===== config.mk =====
export PLATFORM = sky130hd
export DESIGN_NAME = i2c_target_responder_flat
export DESIGN_NICKNAME = d
export VERILOG_FILES = /design/src/rtl/i2c_target_responder_if.sv /design/src/rtl/i2c_target_responder.sv /design/src/flat_wrapper.sv
export SDC_FILE = /design/constraint.sdc
export NUM_CORES = 1
export LEC_CHECK = 0
export CAP_MARGIN = 20
export CORE_ASPECT_RATIO = 1.2
export CORE_MARGIN = 5
export CORE_UTILIZATION = 55
export DETAILED_ROUTE_END_ITERATION = 6
export GPL_ROUTABILITY_DRIVEN = 0
export PLACE_DENSITY = 0.68
export SLEW_MARGIN = 20
export SYNTH_ARGS = -nofsm -noshare
export SYNTH_HDL_FRONTEND = slang
export SYNTH_SLANG_ARGS = --single-unit

===== constraint.sdc =====
create_clock -name PCLK -period 3.1 [get_ports PCLK]
set_input_delay 0.62 -clock PCLK [delete_from_list [all_inputs] [get_ports PCLK]]
set_output_delay 0.62 -clock PCLK [all_outputs]
set_load 0.05 [all_outputs]

===== src/rtl/i2c_target_responder_if.sv =====
// I2C pin bundle between a controller and the target responder.
// The controller drives the open-drain enables; the target returns the
// resolved wired-AND line levels.
interface i2c_target_responder_if;
    logic SCL_drive;
    logic SDA_drive;
    logic SCL_result;
    logic SDA_result;

    modport master (
        output SCL_drive,
        output SDA_drive,
        input  SCL_result,
        input  SDA_result
    );

    modport slave (
        input  SCL_drive,
        input  SDA_drive,
        output SCL_result,
        output SDA_result
    );
endinterface


===== src/rtl/i2c_target_responder.sv =====
// I2C target responder: resolves the wired-AND bus, decodes START/STOP,
// matches a 7-bit address, and serves writes/reads against a small
// register file with an auto-incrementing pointer.
// Optional feature: define I2C_TGT_STRETCH_EN to hold SCL low for
// STRETCH_CYCLES PCLK at each ACK phase.
module i2c_target_responder #(
    parameter logic [6:0] TARGET_ADDR    = 7'h50,
    parameter int         DEPTH          = 16,
    parameter int         STRETCH_CYCLES = 8
) (
    input  logic                    PCLK,
    input  logic                    PRESET,
    i2c_target_responder_if.slave   bus,
    output logic                    bus_busy,
    output logic                    addr_match,
    output logic                    rx_valid,
    output logic [7:0]              rx_data,
    output logic                    stop_det
);

    localparam int AW = (DEPTH > 1) ? $clog2(DEPTH) : 1;

    localparam logic [2:0] ST_IDLE     = 3'd0;
    localparam logic [2:0] ST_ADDR     = 3'd1;
    localparam logic [2:0] ST_ADDR_ACK = 3'd2;
    localparam logic [2:0] ST_WR_BYTE  = 3'd3;
    localparam logic [2:0] ST_WR_ACK   = 3'd4;
    localparam logic [2:0] ST_RD_BYTE  = 3'd5;
    localparam logic [2:0] ST_RD_ACK   = 3'd6;
    localparam logic [2:0] ST_IGNORE   = 3'd7;

    logic [2:0]    state;
    logic          tgt_scl_low;
    logic          tgt_sda_low;
    logic          s_scl, s_sda, p_scl, p_sda;
    logic [3:0]    bit_cnt;
    logic [7:0]    shift_reg;
    logic [7:0]    tx_reg;
    logic          rw_bit;
    logic          first_byte;
    logic [AW-1:0] ptr;
    logic [7:0]    mem [DEPTH];

    logic scl_rise, scl_fall, start_cond, stop_cond, byte_done, addr_hit;

    assign bus.SCL_result = bus.SCL_drive & ~tgt_scl_low;
    assign bus.SDA_result = bus.SDA_drive & ~tgt_sda_low;

    // Bit sampling is suppressed while the target itself holds SCL low.
    assign scl_rise   = ~p_scl & s_scl & ~tgt_scl_low;
    assign scl_fall   = p_scl & ~s_scl;
    assign start_cond = p_scl & s_scl & p_sda & ~s_sda;
    assign stop_cond  = p_scl & s_scl & ~p_sda & s_sda;
    assign byte_done  = (bit_cnt == 4'd8);
    assign addr_hit   = (shift_reg[7:1] == TARGET_ADDR);

    // Two-stage sampling of the resolved lines; idle bus level is high.
    always_ff @(posedge PCLK) begin
        if (!PRESET) begin
            s_scl <= 1'b1;
            s_sda <= 1'b1;
            p_scl <= 1'b1;
            p_sda <= 1'b1;
        end else begin
            s_scl <= bus.SCL_result;
            s_sda <= bus.SDA_result;
            p_scl <= s_scl;
            p_sda <= s_sda;
        end
    end

    // Protocol FSM, register file and status pulses.
    always_ff @(posedge PCLK) begin
        if (!PRESET) begin
            state       <= ST_IDLE;
            tgt_sda_low <= 1'b0;
            bit_cnt     <= '0;
            shift_reg   <= '0;
            tx_reg      <= '0;
            rw_bit      <= 1'b0;
            first_byte  <= 1'b0;
            ptr         <= '0;
            bus_busy    <= 1'b0;
            addr_match  <= 1'b0;
            rx_valid    <= 1'b0;
            rx_data     <= '0;
            stop_det    <= 1'b0;
            for (int unsigned i = 0; i < DEPTH; i++) begin
                mem[i] <= '0;
            end
        end else begin
            addr_match <= 1'b0;
            rx_valid   <= 1'b0;
            stop_det   <= 1'b0;
            if (start_cond) begin
                state       <= ST_ADDR;
                bit_cnt     <= '0;
                bus_busy    <= 1'b1;
                tgt_sda_low <= 1'b0;
            end else if (stop_cond) begin
                state       <= ST_IDLE;
                bus_busy    <= 1'b0;
                stop_det    <= 1'b1;
                tgt_sda_low <= 1'b0;
            end else begin
                case (state)
                    ST_ADDR: begin
                        if (scl_rise) begin
                            shift_reg <= {shift_reg[6:0], s_sda};
                            bit_cnt   <= bit_cnt + 4'd1;
                        end else if (scl_fall && byte_done) begin
                            if (addr_hit) begin
                                addr_match  <= 1'b1;
                                tgt_sda_low <= 1'b1;
                                rw_bit      <= shift_reg[0];
                                state       <= ST_ADDR_ACK;
                            end else begin
                                state <= ST_IGNORE;
                            end
                        end
                    end
                    ST_ADDR_ACK: begin
                        if (scl_fall) begin
                            if (rw_bit) begin
                                // First read bit goes out on the same fall that ends the ACK.
                                tgt_sda_low <= ~mem[ptr][7];
                                tx_reg      <= {mem[ptr][6:0], 1'b0};
                                bit_cnt     <= 4'd1;
                                state       <= ST_RD_BYTE;
                            end else begin
                                tgt_sda_low <= 1'b0;
                                bit_cnt     <= '0;
                                first_byte  <= 1'b1;
                                state       <= ST_WR_BYTE;
                            end
                        end
                    end
                    ST_WR_BYTE: begin
                        if (scl_rise) begin
                            shift_reg <= {shift_reg[6:0], s_sda};
                            bit_cnt   <= bit_cnt + 4'd1;
                        end else if (scl_fall && byte_done) begin
                            tgt_sda_low <= 1'b1;
                            state       <= ST_WR_ACK;
                            if (first_byte) begin
                                ptr        <= shift_reg[AW-1:0];
                                first_byte <= 1'b0;
                            end else begin
                                mem[ptr] <= shift_reg;
                                rx_data  <= shift_reg;
                                rx_valid <= 1'b1;
                                ptr      <= ptr + 1'b1;
                            end
                        end
                    end
                    ST_WR_ACK: begin
                        if (scl_fall) begin
                            tgt_sda_low <= 1'b0;
                            bit_cnt     <= '0;
                            state       <= ST_WR_BYTE;
                        end
                    end
                    ST_RD_BYTE: begin
                        if (scl_fall) begin
                            if (bit_cnt == 4'd0) begin
                                // Byte after a controller ACK: load from the advanced pointer.
                                tgt_sda_low <= ~mem[ptr][7];
                                tx_reg      <= {mem[ptr][6:0], 1'b0};
                                bit_cnt     <= 4'd1;
                            end else if (byte_done) begin
                                tgt_sda_low <= 1'b0;
                                ptr         <= ptr + 1'b1;
                                state       <= ST_RD_ACK;
                            end else begin
                                tgt_sda_low <= ~tx_reg[7];
                                tx_reg      <= {tx_reg[6:0], 1'b0};
                                bit_cnt     <= bit_cnt + 4'd1;
                            end
                        end
                    end
                    ST_RD_ACK: begin
                        if (scl_rise) begin
                            if (!s_sda) begin
                                bit_cnt <= '0;
                                state   <= ST_RD_BYTE;
                            end else begin
                                state <= ST_IGNORE;
                            end
                        end
                    end
                    ST_IDLE, ST_IGNORE: begin
                        tgt_sda_low <= 1'b0;
                    end
                    default: begin
                        state       <= ST_IDLE;
                        tgt_sda_low <= 1'b0;
                    end
                endcase
            end
        end
    end

`ifdef I2C_TGT_STRETCH_EN
    logic        ack_enter;
    logic [15:0] stretch_cnt;

    assign ack_enter = scl_fall & byte_done & ~start_cond & ~stop_cond &
                       (((state == ST_ADDR) & addr_hit) | (state == ST_WR_BYTE));

    // Hold SCL low at each ACK phase; the count runs only once the
    // controller has released SCL, so the extension is exact.
    always_ff @(posedge PCLK) begin
        if (!PRESET) begin
            tgt_scl_low <= 1'b0;
            stretch_cnt <= '0;
        end else if (ack_enter) begin
            tgt_scl_low <= 1'b1;
            stretch_cnt <= 16'(STRETCH_CYCLES - 1);
        end else if (tgt_scl_low && bus.SCL_drive) begin
            if (stretch_cnt == '0) begin
                tgt_scl_low <= 1'b0;
            end else begin
                stretch_cnt <= stretch_cnt - 16'd1;
            end
        end
    end
`else
    assign tgt_scl_low = 1'b0;
`endif

endmodule


===== src/flat_wrapper.sv =====
// flat-port wrapper written by rule: the top's interface ports become plain ports
module i2c_target_responder_flat 
#(
    parameter logic [6:0] TARGET_ADDR    = 7'h50,
    parameter int         DEPTH          = 16,
    parameter int         STRETCH_CYCLES = 8
)
  (PCLK, PRESET, bus_busy, addr_match, rx_valid, rx_data, stop_det, bus_SCL_drive, bus_SDA_drive, bus_SCL_result, bus_SDA_result);
  i2c_target_responder_if bus_i ();
  input  logic PCLK;
  input  logic PRESET;
  output logic bus_busy;
  output logic addr_match;
  output logic rx_valid;
  output logic [7:0] rx_data;
  output logic stop_det;
  input wire logic [$bits(bus_i.SCL_drive)-1:0] bus_SCL_drive;
  input wire logic [$bits(bus_i.SDA_drive)-1:0] bus_SDA_drive;
  output wire logic [$bits(bus_i.SCL_result)-1:0] bus_SCL_result;
  output wire logic [$bits(bus_i.SDA_result)-1:0] bus_SDA_result;
  assign bus_i.SCL_drive = bus_SCL_drive;
  assign bus_i.SDA_drive = bus_SDA_drive;
  assign bus_SCL_result = bus_i.SCL_result;
  assign bus_SDA_result = bus_i.SDA_result;
  i2c_target_responder #(.TARGET_ADDR(TARGET_ADDR), .DEPTH(DEPTH), .STRETCH_CYCLES(STRETCH_CYCLES)) u_core (.PCLK(PCLK), .PRESET(PRESET), .bus(bus_i), .bus_busy(bus_busy), .addr_match(addr_match), .rx_valid(rx_valid), .rx_data(rx_data), .stop_det(stop_det));
endmodule

==> flow_summary.toml <==
[drt]
drt-pass1-iter-count = 5
ant_nets = 0
drt_iter0_markers = 329
routed_wl_um = 19310
drc = 0
drt-wirelength-per-cell_um = 20.56
dr_total_vias = 5504
viasPerCell = 5.862

[logic_synthesis]
yosysUniqueCellTypes = 64
synth_nets = 710
yosysWarningCount = 0
synth_edf_count = 128
syn_area_um2 = 8462
ys_seq_elements = 177
syn_inst = 700
async_reset_ff_frac = 0
ys.flop_type = "edfxtp_1"
syn_area_per_cell_um2 = 12.09
seq_area_frac_synth = 0.5702

[clock_tree]
cts_tree = "built"
root_buffer = "clkbuf_16"
cts_made_buffers = 17
clk_latency_ps = 430
postCtsSetupBuffers = 0
cts_buffer_depth = 2
clock_sinks = 177
cts_hold_buf = 0
h-tree-depth = 4
post_cts_resized = 0
path_clk_slew_ps = 60

[placement]
dp.cells = 907
post_dp_cell_area_um2 = 8931
port_buffers = 17
pre_cts_slack_ps = 434.7
place_hpwl_um = 13670

[timing]
setup_tns_ps = 0
tightest_slew_ps = 921.2
period_needed_ps = 2654
finalMaxSlewViolations = 0
worst_slack_ps = 446.2
setup_viol = 0
slew_headroom = 0.3851
fmax_mhz = 376.8
skew_ps = 7.156
rsz0062_at_grt = "false"
hold_violations = 0
finalCritPeriodShare = 0.8561

[power_and_ir_drop]
p_switching_mw = 1.474
power_frac_seq = 0.486
p_comb_frac = 0.146
power_leakage_nw = 3.203
finalPower_mw = 5.623
ir_drop_mv = 0.3650
power.density_nw_per_um2 = 592.0
switching_share = 0.2622
clock_power_share = 0.368
p_int_mw = 4.149

[global_route]
grt_pass1_wl_um = 30470
antenna_found_initial = 0
grt_pass1_vias = 5543
overflow = 0
grt_max_degree = 32
grt_use_total = 0.2256

[layout]
regArea_um2 = 4826
layout.nets = 732
multi_input_area_um2 = 3402
largest_reg_flops = 128
syn_to_final_growth_pct = 12.26
antenna_cells = 0
design_area_um2 = 9499
final.fill_count = 1196
stdcell_count = 939
drive_gt1_frac = 0.1510

[setup_path]
critPathMaxFanout = 2
crit_path_end_kind = "output pin"
cp.arrival_ps = 2030
crit_type = "input pin to output pin"
cp.required_ps = 2480
start_kind = "input pin"

[floorplanning]
fp.dieH_um = 145.9
rows = 49
die_width_um = 123.2
initial_core_util = 0.5611
io_pins = 18
core_area_um2 = 15080
die_area_um2 = 17980

[flow_run]
max_cap_viol_count = 0

[run_status]
status = "finished clean"

[hold_path]
hp-class = "flip-flop to flip-flop"
## kinds of logic after synthesis
group,Yosys count,synth area share
simple gates,305,0.2134
fa+ha+maj,6,0.008872
mux,47,0.09449
xor+xnor,2,0.002070
flops,177,0.5702
compound gates,108,0.08325
buf+inv,55,0.02780
## critical path, cell delays in order
cell and delay (ps):
clkdlybuf4s50_1 450, nor2b_1 140, clkdlybuf4s50_1 820
## layout by cell type, fill, tap and decap left out, types with 5 or more instances in the layout
master,instances
a31oi_1,5
dfxtp_1,48
nor3_1,15
inv_1,7
buf_4,33
clkdlybuf4s50_1,17
nand2b_1,30
ha_1,6
nor2b_1,9
o21a_1,5
o21ai_0,20
a221oi_1,7
nor2_1,23
nand2_1,45
mux4_2,22
and2_1,131
clkbuf_16,17
nor3_2,10
a21oi_1,36
mux2i_1,18
a22oi_1,8
nand3_1,8
edfxtp_1,128
## power groups by stage
| stage | logic (mW) | registers, mW | clock network [mW] |
|---|---|---|---|
| 2_1_floorplan | 0.641 | 2.74 | 0 |
| 3_3_place_gp | 0.791 | 2.78 | 0 |
| 3_5_place_dp | 0.812 | 2.78 | 0 |
| 4_1_cts | 0.814 | 2.73 | 2.10 |
| 5_1_grt | 0.902 | 2.74 | 2.21 |
| 6_report | 0.818 | 2.73 | 2.07 |
## area by class of cell
| class | instances | share of cell area |
|---|---|---|
| clock inverters | 14 | 0.01462 |
| clock buffers | 18 | 0.04518 |
| flip-flops and latches | 177 | 0.5080 |
| well taps | 204 | 0.02687 |
| inverters | 8 | 0.003161 |
| repair buffers | 50 | 0.04399 |
| multi-input cells | 468 | 0.3581 |
## through the flow
stage          hold slack [ps]  utilization
2_1_floorplan            440.7            -
4_1_cts                  455.0       0.6298
6_report                 453.2       0.6298
3_3_place_gp             442.7       0.5922
5_1_grt                  473.5       0.6298
3_5_place_dp             446.1       0.5922
## cells in the mapped netlist (3+ instances only)
cell type  instances  area [µm²]
nand2b_1          30       187.7
buf_1              3       11.26
a221oi_1           7       61.31
or2_2              4       25.02
mux4_2            22       495.5
nor3_1            15       75.07
a22oi_1            8       60.06
nor2_1            23       86.33
o21ai_0           20       100.1
nor3_2            10       100.1
a21oi_1           36       180.2
dfxtp_1           49       980.9
edfxtp_1         128        3844
nor2b_1            9       56.30
inv_1              7       26.28
a31oi_1            5       31.28
nand3b_1           4       30.03
mux2i_1           18       180.2
nand2_1           45       168.9
o21a_1             5       37.54
buf_2             13       65.06
nor3b_1            3       22.52
nand3_1            8       40.04
ha_1               6       75.07
o211ai_1           4       30.03
mux2_2             4       45.04
clkbuf_1          28       105.1
a211o_1            3       26.28
and2_1           131       819.5
mux4_1             3       78.83
or3_1              4       25.02
## per-layer routing
layer  wire (µm)  track usage  vias to the layer above
met5           0            0                        -
met4         659      0.09806                        0
met3         912      0.05016                       37
met2        9534       0.3649                      157
met1        8201       0.2903                     2707
li1            -            -                     2603
## worst paths after layout
path                                                      from                         endpoint  slack [ps]  depth (start not counted)
worst max-delay path                             bus_SDA_drive                   bus_SDA_result         450                          3
worst min-delay path            u_core.rx_data[1]$_SDFFE_PN0P_   u_core.rx_data[1]$_SDFFE_PN0P_         450                          2
worst max register to register  u_core.bit_cnt[0]$_SDFFE_PP0P_  u_core.mem[11][3]$_SDFFCE_PN0P_         650                          7
worst min register to register  u_core.rx_data[1]$_SDFFE_PN0P_   u_core.rx_data[1]$_SDFFE_PN0P_         450                          2
No activity file was read; power rests on OpenSTA's default activity.
==> patch 1 (same flow settings) <==
Put one more register stage on the output `rx_data`. The value now appears one clock later. The other outputs are not delayed to match.
--- a/src/rtl/i2c_target_responder.sv
+++ b/src/rtl/i2c_target_responder.sv
@@ -31,2 +31,4 @@
 
+    logic [7:0] rx_data_s0;
+
     logic [2:0]    state;
@@ -85,3 +87,3 @@
             rx_valid    <= 1'b0;
-            rx_data     <= '0;
+            rx_data_s0  <= '0;
             stop_det    <= 1'b0;
@@ -149,3 +151,3 @@
                                 mem[ptr] <= shift_reg;
-                                rx_data  <= shift_reg;
+                                rx_data_s0 <= shift_reg;
                                 rx_valid <= 1'b1;
@@ -230,2 +232,10 @@
 
+    always_ff @(posedge PCLK) begin
+        if (!PRESET) begin
+            rx_data <= '0;
+        end else begin
+            rx_data <= rx_data_s0;
+        end
+    end
+
 endmodule
Function: no difference found for any inputs over 4 cycles, from zero or initial values and one cycle with PRESET low; that may be too few to reach the edited logic, so the function may still have changed.
==> patch 1 against the original RTL <==
- design area is 2.2% higher
- global-route usage increased by 0.29 points
- routed wire length rose by 4.1%
- synthesized cell count grew 0.43%
- count of clock-buffer cells in the layout stayed put
- setup slack worse by 0.26 ns
- sequential cell count increased by 8
- maximum frequency decreased by 9.0%
- area after synthesis grew 3.0%
Power is not compared: it rests on default switching activity, and its combinational part moved more than twofold at a synthesized area within 25%.
==> patch 1: results (changes against the original RTL) <==
| Metric | Value |
|---|---|
| Critical-path top delay cell | `or4_4 (was clkdlybuf4s50_1)` |
| Hold endpoint | `u_core.rx_data_s0[0]$_SDFFE_PN0P_ (was u_core.rx_data[1]$_SDFFE_PN0P_)` |
| Worst Setup SP | `u_core.bit_cnt[0]$_SDFFE_PP0P_ (was bus_SDA_drive)` |
| Post-synth cell types | `56 (was 64)` |
| Synthesized Nets | `713 (was 710)` |
| 1st-iter DRT viols | `463 (was 329)` |
| Hold_sp | `u_core.rx_data_s0[0]$_SDFFE_PN0P_ (was u_core.rx_data[1]$_SDFFE_PN0P_)` |
| Worst-margin pin slew | `0.970 ns (was 0.921 ns)` |
| Final WL | `20.1 mm (was 19.3 mm)` |
| DRC | `0 (unchanged)` |
| CTS resizes | `0 (unchanged)` |
| Number of flops mapped to enable cells by yosys | `128 (unchanged)` |
| Nets | `728 (was 732)` |
| Status | `finished, final reports clean (unchanged)` |
| Sequential fraction of the synthesis area | `57.2% (was 57.0%)` |
| Layout cell share with drive strength beyond 1 | `15.0% (was 15.1%)` |
| Worst Path Max Fanout | `25 (was 2)` |
| Largest cells by area after synthesis | `edfxtp_1 (44%), dfxtp_1 (13%), and2_1 (9.9%) (was edfxtp_1 (45%), dfxtp_1 (12%), and2_1 (9.7%))` |
| WHS Path Cells | `2 (unchanged)` |
| Critical Path AT | `3.01 ns (was 2.03 ns)` |
| Post-DP HPWL | `13.7 mm (about the same)` |
| Most used DFF post-synth | `edfxtp_1 (unchanged)` |
| Synth cell count leaders | `and2_1 (138), edfxtp_1 (128), dfxtp_1 (57) (was and2_1 (131), edfxtp_1 (128), dfxtp_1 (49))` |
| Fillers | `1183 (was 1196)` |
| First-pass DRT Iterations | `5 (unchanged)` |
| CP max stage delay | `0.79 ns (was 0.82 ns)` |
| Final Skew | `0.0105 ns (was 0.00716 ns)` |
| Total global-route track usage | `22.8% (was 22.6%)` |
| Vias in the first global route | `5608 (was 5543)` |
| Delay-heaviest family, CP | `simple AND/OR/NAND/NOR gates (was buffers and inverters)` |
| CP endpoint | `u_core.mem[12][5]$_SDFFCE_PN0P_ (was bus_SDA_result)` |
| Largest net degree at the start of global routing | `27 (was 32)` |
-- patch 1: cell families (layout without fill, tap and decap cells) --
kind of cell / count (synthesis) / count (layout) / share of synthesized area (%)
flip-flops: 185 / 185 / 57.2
AND/OR/NAND/NOR: 310 / 310 / 22.3
multiplexers: 51 / 51 / 9.90
adder cells (fa/ha/maj): 6 / 6 / 0.861
buffers and inverters: 55 / 83 / 2.93
AO/OA/AOI/OAI: 96 / 96 / 6.82
-- patch 1: power groups by stage --
stage	logic, mW	registers (mW)	clock network [mW]
2_1_floorplan	0.249	2.81	0
3_3_place_gp	0.322	2.83	0
3_5_place_dp	0.332	2.84	0
4_1_cts	0.334	2.78	2.19
5_1_grt	0.370	2.79	2.30
6_report	0.338	2.78	2.16
-- patch 1: metal layers --
metal,part of all wire [%],GRT usage [%]
met1,40,27.7
met2,52,40.2
met3,4.9,4.95
met4,2.4,8.51
met5,0,0
-- patch 1: layout make-up --
class                           instances  share of cell area [%]
Sequential cell                       185                    51.4
Multi-Input combinational cell        463                    35.8
Clock buffer                           18                    4.52
Timing Repair Buffer                   41                    3.69
Tap cell                              208                    2.68
Clock inverter                         14                    1.55
Inverter                               10                   0.387
-- patch 1: stage by stage --
step	setup WS (ns)	instances	instance area [µm²]	hold WS [ns]
CTS	0.204	939	9710	0.462
detailed placement	0.244	907	9120	0.446
finish	0.183	939	9710	0.459
floorplan	0.577	703	8720	0.430
global placement	0.364	907	9120	0.443
global route	0.00797	939	9710	0.479
-- patch 1: worst min-delay path: cells and delay by family (launching register included) --
kind | cells | cell delay (ns)
DFF | 1 | 0.31
and+or+nand+nor | 1 | 0.05
AOI/OAI and AO/OA | 1 | 0.06
==> patch 2 (same settings) <==
Without the edit above. Add a define of `I2C_TGT_STRETCH_EN`.
--- a/src/rtl/i2c_target_responder.sv
+++ b/src/rtl/i2c_target_responder.sv
@@ -5,2 +5,4 @@
 // STRETCH_CYCLES PCLK at each ACK phase.
+`define I2C_TGT_STRETCH_EN
+
 module i2c_target_responder #(
Check against the original RTL: same outputs for any inputs over 4 cycles, from zero or initial values and one cycle with PRESET low; that may be too few to reach the edited logic, so the function may still have changed.
==> patch 2 against the original RTL <==
- global-route usage up 0.32 points
- design area up 8.2%
- synthesized cell count up 7.4%
- setup slack worse by 0.048 ns
- area after synthesis up 7.9%
- register-to-register slack worse by 0.13 ns
- sequential cell count up 17
- routed wire length up 7.8%
- largest cell class unchanged
- non-clock buffer count up 5
- highest routed layer unchanged
Power is not compared: it rests on default switching activity, and its combinational part moved more than twofold at a synthesized area within 25%.
==> patch 2: results (changes against the original RTL) <==
| Metric | Value |
|---|---|
| Compound-Gate Fraction of Synth Area | `7.36% (was 8.32%)` |
| Synthesized Nets | `764 (was 710)` |
| Placed cell count | `969 (was 907)` |
| Fillers | `1243 (was 1196)` |
| Largest cells by area after synthesis | `edfxtp_1 (42%), dfxtp_1 (14%), and2_1 (9.0%) (was edfxtp_1 (45%), dfxtp_1 (12%), and2_1 (9.7%))` |
| Nets | `788 (was 732)` |
| 1st-iter DRT viols | `446 (was 329)` |
| Synth cell count leaders | `and2_1 (132), edfxtp_1 (128), dfxtp_1 (66) (was and2_1 (131), edfxtp_1 (128), dfxtp_1 (49))` |
| Layout cell share with drive strength beyond 1 | `15.8% (was 15.1%)` |
| Sequential fraction of the synthesis area | `56.6% (was 57.0%)` |
| Cells after Synth | `752 (was 700)` |
| Adder-cell share of the synthesized area | `1.10% (was 0.887%)` |
| Non-filler cells in the finished layout | `1001 (was 939)` |
| Max-slew headroom | `34.9% (was 38.5%)` |
| First-pass GRT wire length | `33.4 mm (was 30.5 mm)` |
| Total global-route track usage | `22.9% (was 22.6%)` |
| R2r setup slk | `0.52 ns (was 0.65 ns)` |
| Post-Synth XOR/XNOR Area | `1.34% (was 0.207%)` |
| Placement Setup Slack | `0.411 ns (was 0.435 ns)` |
| Post-CTS setup buffer count | `0 (unchanged)` |
| Crit Reg-Reg Endpoint | `u_core.mem[1][1]$_SDFFCE_PN0P_ (was u_core.mem[11][3]$_SDFFCE_PN0P_)` |
| Via count | `5994 (was 5504)` |
| Largest net degree at the start of global routing | `31 (was 32)` |
| Vias in the first global route | `6094 (was 5543)` |
| Final WL | `20.8 mm (was 19.3 mm)` |
| Status | `finished, final reports clean (unchanged)` |
| Mux contribution to synthesized area | `11.1% (was 9.45%)` |
## patch 2: cell count changes in the layout (fill, tap and decap cells not counted), moves of 6 or more
cell	change
xnor2_1	+13
dfxtp_1	+17
mux4_2	+9
nor3_2	-9
nor2_1	+31
a211oi_1	+7
a221oi_1	-7
nand2_1	-20
o211a_1	+6
nand3_1	+11
a22oi_1	-6
nand2b_1	-9
## patch 2: metal layers
layer	share of wire, %	track usage [%]
met5	0	0
met4	2.6	8.39
met3	4.8	4.44
met2	52	40.1
met1	40	28.3
## patch 2: power breakdown
group | internal [mW] | switching, mW | leakage [nW]
sequential | 2.84 | 0.0349 | 1.75
clock | 1.35 | 0.963 | 0.297
combinational | 0.0863 | 0.138 | 1.44
## patch 2: worst register-to-register path: stages (launching register included)
cell	delay (ns)
dfxtp_1	0.35
inv_1	0.07
ha_1	0.19
nand4b_1	0.21
nor4_4	0.42
nand3_1	0.29
nor3_1	0.28
nand2b_1	0.41
## patch 2: worst min-delay path by stage
stage,endpoint,slack (ns),from,cells after the start
detailed placement,u_core.tx_reg[1]$_SDFFE_PN0P_,0.46,u_core.tx_reg[1]$_SDFFE_PN0P_,2
global placement,u_core.bus_busy$_SDFFE_PN0N_,0.45,u_core.bus_busy$_SDFFE_PN0N_,2
global route,u_core.tx_reg[1]$_SDFFE_PN0P_,0.50,u_core.tx_reg[1]$_SDFFE_PN0P_,2
CTS,u_core.tx_reg[1]$_SDFFE_PN0P_,0.47,u_core.tx_reg[1]$_SDFFE_PN0P_,2
floorplan,u_core.tx_reg[1]$_SDFFE_PN0P_,0.44,u_core.tx_reg[1]$_SDFFE_PN0P_,2
finish,u_core.tx_reg[1]$_SDFFE_PN0P_,0.47,u_core.tx_reg[1]$_SDFFE_PN0P_,2
## patch 2: cells by family (layout without fill, tap and decap cells)
kind of cell,Yosys count,in the layout
xor gates and xnor gates,14,14
DFF,194,194
buffers and inverters,60,97
muxes,61,61
and+or+nand+nor,314,314
adders and majority gates,8,8
AOI/OAI and AO/OA,101,101
## patch 2: area by class of cell
| type | count | area share (%) |
|---|---|---|
| clock inverter | 13 | 1.80 |
| inverter | 10 | 0.365 |
| tap | 212 | 2.58 |
| sequential | 194 | 50.3 |
| multi-input combinational | 498 | 36.2 |
| timing repair buffer | 55 | 4.53 |
| clock buffer | 19 | 4.21 |
## patch 2: stage by stage
step | hold slack [ns] | instance area [µm²]
2_1_floorplan | 0.437 | 9130
3_3_place_gp | 0.447 | 9660
3_5_place_dp | 0.458 | 9660
4_1_cts | 0.467 | 10300
5_1_grt | 0.499 | 10300
6_report | 0.467 | 10300
